### src/rtl/csel_adder_pipe.sv
// Pipelined carry-select adder/subtractor with a valid/ready stream interface.
// Each stage resolves GRP carry-select blocks; the carry between stages is registered.
module csel_adder_pipe #(
    parameter int WIDTH = 32,
    parameter int BLOCK = 4,
    parameter int GRP   = 2
) (
    input  logic             clk,
    input  logic             rst_n,
    input  logic             in_valid,
    output logic             in_ready,
    input  logic [WIDTH-1:0] a,
    input  logic [WIDTH-1:0] b,
    input  logic             cin,
    input  logic             sub,
    output logic             out_valid,
    input  logic             out_ready,
    output logic [WIDTH-1:0] sum,
    output logic             cout,
    output logic             ovf
);

    localparam int NBLK = WIDTH / BLOCK;
    localparam int LAT  = NBLK / GRP;
    localparam int GW   = GRP * BLOCK;

    // Returns {carry_out, sum} for one stage's worth of carry-select blocks.
    function automatic logic [GW:0] groupAdd(input logic [GW-1:0] x,
                                             input logic [GW-1:0] y,
                                             input logic          ci);
        logic [GW-1:0]    s;
        logic [BLOCK-1:0] s0;
        logic [BLOCK-1:0] s1;
        logic             c;
        logic             r0;
        logic             r1;
        logic             p;
        logic             g;
        s = '0;
        c = ci;
        for (int k = 0; k < GRP; k++) begin
            s0 = '0;
            s1 = '0;
            r0 = 1'b0;
            r1 = 1'b1;
            for (int j = 0; j < BLOCK; j++) begin
                p     = x[k*BLOCK+j] ^ y[k*BLOCK+j];
                g     = x[k*BLOCK+j] & y[k*BLOCK+j];
                s0[j] = p ^ r0;
                s1[j] = p ^ r1;
                r0    = g | (p & r0);
                r1    = g | (p & r1);
            end
            s[k*BLOCK +: BLOCK] = c ? s1 : s0;
            c = c ? r1 : r0;
        end
        return {c, s};
    endfunction

    logic [LAT-1:0]   valid_q;
    logic [LAT-1:0]   valid_d;
    logic [LAT-1:0]   carry_q;
    logic [LAT-1:0]   carry_d;
    logic [WIDTH-1:0] opA_q  [LAT];
    logic [WIDTH-1:0] opA_d  [LAT];
    logic [WIDTH-1:0] opB_q  [LAT];
    logic [WIDTH-1:0] opB_d  [LAT];
    logic [WIDTH-1:0] pSum_q [LAT];
    logic [WIDTH-1:0] pSum_d [LAT];

    logic             outValid_q;
    logic [WIDTH-1:0] sum_q;
    logic             cout_q;
    logic             ovf_q;
    logic             ovf_d;
    logic             stall;

    assign stall    = outValid_q & ~out_ready;
    assign in_ready = ~stall;

    for (genvar s = 0; s < LAT; s++) begin : g_stage
        logic [WIDTH-1:0] srcA;
        logic [WIDTH-1:0] srcB;
        logic [WIDTH-1:0] srcSum;
        logic             srcC;
        logic             srcV;
        logic [GW:0]      grp;
        logic [WIDTH-1:0] merged;

        if (s == 0) begin : g_first
            assign srcA   = a;
            assign srcB   = sub ? ~b : b;
            assign srcC   = sub ? ~cin : cin;
            assign srcSum = '0;
            assign srcV   = in_valid;
        end else begin : g_next
            assign srcA   = opA_q[s-1];
            assign srcB   = opB_q[s-1];
            assign srcC   = carry_q[s-1];
            assign srcSum = pSum_q[s-1];
            assign srcV   = valid_q[s-1];
        end

        assign grp = groupAdd(srcA[s*GW +: GW], srcB[s*GW +: GW], srcC);

        always_comb begin
            merged = srcSum;
            merged[s*GW +: GW] = grp[GW-1:0];
        end

        assign valid_d[s] = srcV;
        assign carry_d[s] = grp[GW];
        assign opA_d[s]   = srcA;
        assign opB_d[s]   = srcB;
        assign pSum_d[s]  = merged;
    end

    // Operands with equal signs whose result sign differs is exactly carry-in(MSB) ^ carry-out(MSB).
    assign ovf_d = (opA_q[LAT-1][WIDTH-1] == opB_q[LAT-1][WIDTH-1]) &
                   (pSum_q[LAT-1][WIDTH-1] != opA_q[LAT-1][WIDTH-1]);

    always_ff @(posedge clk or negedge rst_n) begin
        if (!rst_n) begin
            valid_q    <= '0;
            carry_q    <= '0;
            for (int s = 0; s < LAT; s++) begin
                opA_q[s]  <= '0;
                opB_q[s]  <= '0;
                pSum_q[s] <= '0;
            end
            outValid_q <= 1'b0;
            sum_q      <= '0;
            cout_q     <= 1'b0;
            ovf_q      <= 1'b0;
        end else if (!stall) begin
            valid_q    <= valid_d;
            carry_q    <= carry_d;
            opA_q      <= opA_d;
            opB_q      <= opB_d;
            pSum_q     <= pSum_d;
            outValid_q <= valid_q[LAT-1];
            sum_q      <= pSum_q[LAT-1];
            cout_q     <= carry_q[LAT-1];
            ovf_q      <= ovf_d;
        end
    end

    assign out_valid = outValid_q;
    assign sum       = sum_q;
    assign cout      = cout_q;
    assign ovf       = ovf_q;

endmodule

### config.mk
export PLATFORM = sky130hd
export DESIGN_NAME = csel_adder_pipe
export DESIGN_NICKNAME = d
export VERILOG_FILES = /design/src/rtl/csel_adder_pipe.sv
export SDC_FILE = /design/constraint.sdc
export NUM_CORES = 1
export LEC_CHECK = 0
export CORE_UTILIZATION = 30
export DETAILED_ROUTE_END_ITERATION = 12
export GPL_ROUTABILITY_DRIVEN = 0
export PLACE_DENSITY = 0.55
export SLEW_MARGIN = 20
export SYNTH_ARGS = -nofsm -noshare
export SYNTH_HDL_FRONTEND = slang
export SYNTH_SLANG_ARGS = --single-unit
### constraint.sdc
create_clock -name clk -period 4.3 [get_ports clk]
set_clock_uncertainty 0.2 [all_clocks]
set_input_delay 0.86 -clock clk [delete_from_list [all_inputs] [get_ports clk]]
set_output_delay 0.86 -clock clk [all_outputs]
set_load 0.005 [all_outputs]
After elaboration in Yosys (flattened, before gate mapping)
Index checks and enable logic that the tools add are counted.
{"block": "word_totals", "latchBits": 0, "inputBits": 70, "word_cells": 268, "reg_bits": 379, "mem_bits_rw": 0, "mem_count": 0, "romBits": 0}
{"block": "classes", "n_bitwise": 230, "magnitude_cmp": 0, "mux": 18, "n_shift": 0, "eq_ne": 2, "reduce_logical": 0, "mul": 0, "n_addsub": 0, "div": 0}
{"operator": "bitwise AND 1 bit", "count": 82}
{"operator": "bitwise XOR 1 bit", "count": 80}
{"operator": "bitwise OR 1 bit", "count": 56}
{"operator": "2-to-1 mux 32 bit", "count": 1}
{"operator": "2-to-1 mux 4 bit", "count": 8}
{"operator": "inverter 32 bit", "count": 1}
{"operator": "inverter 1 bit", "count": 11}
{"operator": "2-to-1 mux 1 bit", "count": 9}
{"operator": "== test 1 bit", "count": 1}
{"operator": "inequality test 1 bit", "count": 1}

Logic depth before layout (Yosys ltp)
{"block": "depth", "word_depth": 12, "mapped_depth": 16}

Least setup slack after synthesis
Ideal clock, no wire load.
{"block": "synth_path", "path_kind": "input-to-reg", "start": "input sub", "end": "register pSum_q (netlist bit g_stage[1].srcSum[7])", "path_buffers": 2, "t_required_ns": 3.975, "arrival_time_ns": 4.555, "setup_time_ns": 0.125, "stages": 16, "slack_ns": -0.579, "cell_sequence": "buf_2 -> buf_2 -> xor2_1 -> inv_1 -> ha_1 -> inv_1 -> mux2i_1 -> fa_1 -> fa_1 -> fa_1 -> mux2i_1 -> fa_1 -> fa_1 -> inv_1 -> fa_1 -> mux2_2"}
{"block": "synth_via", "elab_chain_len": 11}
{"element": "start: declaration", "line": "15", "text": "input logic sub,"}
{"element": "2-to-1 mux 32 bit", "line": "92", "text": "assign srcB = sub ? ~b : b;"}
{"element": "bitwise AND 1 bit / bitwise XOR 1 bit (equally long branches)", "line": "48, 47"}
{"element": "bitwise OR 1 bit", "line": "52", "text": "r1 = g | (p & r1);"}
{"element": "bitwise AND 1 bit", "line": "52"}
{"element": "bitwise OR 1 bit", "line": "52"}
{"element": "bitwise AND 1 bit", "line": "52"}
{"element": "bitwise OR 1 bit", "line": "52"}
{"element": "bitwise AND 1 bit", "line": "52"}
{"element": "bitwise OR 1 bit", "line": "52"}
{"element": "2-to-1 mux 1 bit", "line": "55", "text": "c = c ? r1 : r0;"}
{"element": "2-to-1 mux 4 bit (*)", "line": "54", "text": "s[k*BLOCK +: BLOCK] = c ? s1 : s0;"}
{"element": "via g_stage[0].grp[7]", "line": "87", "text": "logic [GW:0] grp;"}
{"element": "end signal: assignment", "line": "140", "text": "pSum_q <= pSum_d;"}
{"element": "end: declaration", "line": "68", "text": "logic [WIDTH-1:0] pSum_q [LAT];"}
The timed path passes the listed nets; every way through them passes the cells marked *.
A chain may end at the register's enable or synchronous reset.

Worst setup path in the final report
{"block": "layout_path", "start": "input b[0]", "end": "register pSum_q (netlist bit g_stage[1].srcSum[7])"}
{"block": "layout_via", "elab_chain_len": 12}
{"element": "start: declaration", "line": "13", "text": "input logic [WIDTH-1:0] b,"}
{"element": "inverter 32 bit", "line": "92"}
{"element": "2-to-1 mux 32 bit (*)", "line": "92"}
{"element": "bitwise AND 1 bit / bitwise XOR 1 bit (equally long branches)", "line": "48, 47"}
{"element": "bitwise OR 1 bit", "line": "52"}
{"element": "bitwise AND 1 bit", "line": "52"}
{"element": "bitwise OR 1 bit", "line": "52"}
{"element": "bitwise AND 1 bit", "line": "52"}
{"element": "bitwise OR 1 bit", "line": "52"}
{"element": "bitwise AND 1 bit", "line": "52"}
{"element": "bitwise OR 1 bit", "line": "52"}
{"element": "2-to-1 mux 1 bit (*)", "line": "55"}
{"element": "2-to-1 mux 4 bit (*)", "line": "54"}
{"element": "via g_stage[0].grp[7]", "line": "87"}
Marks and branches as above.

==> results.cfg <==
[timing]
relSlewSlack = 0.401
max_freq_mhz = 237
drv_slew = 0
fin_tns_setup_ns = 0
fin_crit_ns = 4.21
worstMarginPinSlew_ns = 0.898
grt_setup_unrepaired = no
hold_viol = 0
fin_crit_sh = 0.979
setup_viol = 0

[global_route]
groute.usage.overall = 0.111
antenna_found_initial = 1
grt_max_degree = 122
grt_pass1_vias = 5323
grt_pass1_wl_mm = 29.4
overflow = 0

[cts]
cts_hold_buf = 0
cts.sinks = 221
clk_pin_slew_ns = 0.06
cts_buffer_depth = 3
cts_buffers = 26
cts_tree = built
cts_max_level = 1
worstSkewPairLatency_ns = 0.52
cts-root-buf = clkbuf_16

[setup_path]
reg2reg_depth = 13
required_ns = 4.51
cp_num_cells = 15
critPathBufInv = 4
critPathLaunchType = input port
cpMaxStageDelayCell = fa_2
critPathMaxStageDelay_ns = 0.41
rr_endpoint = pSum_q[31]
path_cells = clkbuf_2 > xor2_2 > inv_1 > ha_2 > inv_2 > mux2i_4 > fa_2 > fa_2 > fa_2 > mux2i_2 > fa_2 > fa_2 > inv_2 > fa_1 > mux2_2
r2r_slack_ns = 0.44
path_common_cell = fa_2
crit_family = adder cells
worst_ep_arrival_time_ns = 4.42
path_max_fanout = 2
path_class = input port to flip-flop
r2r-start = g_stage[3].srcB[24]
end_kind = flip-flop

[synthesis]
yosys-top-cells-area = dfrtp_1 (56%), mux2_2 (14%), mux2_4 (12%)
synth_cell_types = 23
synth_top_cell_area_share = 0.558
ys.flop_type = dfrtp_1
synth_cells = 617
yosysMostFrequentCell = dfrtp_1
synth_top_area_cell = dfrtp_1
synth_nets = 727
synth.top_cells.by_count = dfrtp_1 (221), mux2_2 (125), mux2_4 (80)
synth_edf_count = 0
ys_ff_latch = 221
yosysWarningCount = 0
synthesis.area_um2 = 9900
async_flop_share = 1.00
seq_area_frac_synth = 0.558
avgSynthCellArea_um2 = 16.1

[floorplanning]
die_area_um2 = 33700
rows = 66
pin_count = 106
die_h_um = 184
die_x_um = 184
fp.coreArea_um2 = 32500
start_util = 0.304

[finish]
nets = 844
fill_cells = 3154
layout-drive-gt1-share = 0.373
fin_util = 0.379
area_growth_pct = 24.5
fin_area_um2 = 12300
antennaDiodeCount = 0

[power]
irDropWorstVdd_mv = 0.292
power_density_nw_per_um2 = 710
leakage_nw = 5.44

[placed_design]
placement.cell_area_um2 = 11400
port-buffer-count = 105
dp_hpwl_mm = 11.0

[outcome]
status = completed

[routing]
detail_route.iter0.violations = 176
wirelength_mm = 17.8
dr.pass1.iters = 4
drc = 0
vias_per_cell = 4.22
vias = 5033
antenna_left = 0
wl_per_cell_um = 14.9

[hold_path]
hp-class = input port to asynchronous set/reset pin

[flow_run]
drv_cap = 0
## registers in the layout, indices dropped and copies added (netlist names)
register and flops:
opA_q 1, g_stage.srcA 48, opB_q 1, carry_q 4
valid_q 4, g_stage.srcSum 48, out_valid 1, ovf 1
sum 32, g_stage.srcB 48, pSum_q 32, cout 1
## cells in the final DEF, fill, tap and decap left out, types with 2 or more instances in the layout
cell             synthesis  routed
xor2_1                  30      29
buf_6                   19       2
mux2_4                  80      80
dlymetal6s2s_1           0       2
fa_1                    24      19
inv_1                   38      36
clkbuf_8                 0       7
inv_2                    1       2
buf_12                   0       4
ha_1                    16      14
nor3b_1                 12      12
a21oi_1                 12      12
buf_4                    1      10
fa_2                     0       5
clkinv_2                 0       4
mux2_2                 125     125
clkbuf_16                0      27
clkbuf_1                 2       4
xnor2_1                 10       9
mux2i_1                 10       8
clkdlybuf4s50_1          0     100
clkinvlp_4               0       2
dfrtp_1                221     221
## worst max path at each step
| stage | startpoint | endpoint |
|---|---|---|
| 2_1_floorplan | sub | g_stage[1].srcSum[7] |
| 3_3_place_gp | b[0] | g_stage[1].srcSum[7] |
| 3_5_place_dp | b[0] | g_stage[1].srcSum[7] |
| 4_1_cts | a[0] | g_stage[1].srcSum[7] |
| 5_1_grt | b[0] | g_stage[1].srcSum[7] |
| 6_report | b[0] | g_stage[1].srcSum[7] |
## timing repair
item	in CTS	in global routing
pin swaps	1	6
buffers inserted	0	1
hold endpoints to repair	0	0
resized for setup	3	20
setup endpoints to repair	1	1
## worst register-to-register path: stages, from the launching register on
cell and delay, ns:
dfrtp_1 0.40, ha_1 0.18, inv_1 0.04, mux2i_1 0.08, fa_1 0.40, fa_1 0.41, fa_1 0.46, nor2_1 0.13
a21oi_1 0.06, fa_1 0.40, fa_1 0.37, inv_1 0.08, fa_1 0.42, a21oi_1 0.14
## layer usage
layer  wire length [um]  up-vias  GRT usage
met5                 12        -          0
met4                503        2     0.0343
met3                780       33     0.0234
met2               7920       97      0.168
met1               8610     2579      0.158
li1                   -     2322          -
## metrics by stage
stage	instances	hold slack [ns]	total power, mW	setup WS (ns)
global placement	1147	0.262	6.60	-0.812
global route	1193	0.243	9.41	0.0159
floorplan	617	0.228	5.74	-0.368
detailed placement	1147	0.262	6.68	-0.887
finish	1193	0.174	8.75	0.0885
CTS	1192	0.236	8.93	0.00567
## power breakdown
group / switching, mW / leakage [nW] / internal, mW
Combinational: 1.04 / 2.46 / 1.94
Clock: 0.845 / 0.418 / 1.32
Sequential: 0.554 / 2.56 / 3.06
## logic make-up after synthesis
group / count (synthesis) / synth area share
DFF: 221 / 0.558
muxes: 215 / 0.274
buffers and inverters: 70 / 0.0425
xor gates and xnor gates: 41 / 0.0378
adders and majority gates: 40 / 0.0687
and+or+nand+nor: 17 / 0.0124
AOI/OAI and AO/OA: 13 / 0.00670
## final cells by class
type                       instances  area (um^2)  share of cell area
clock inverter                     7         65.1             0.00528
tap                              442          553              0.0449
multi-input combinational        326         4020               0.326
clock buffer                      38          787              0.0638
inverter                          39          151              0.0123
timing repair buffer             120         1220              0.0992
sequential                       221         5530               0.449
Note: power is estimated with default switching activity, not from simulation.
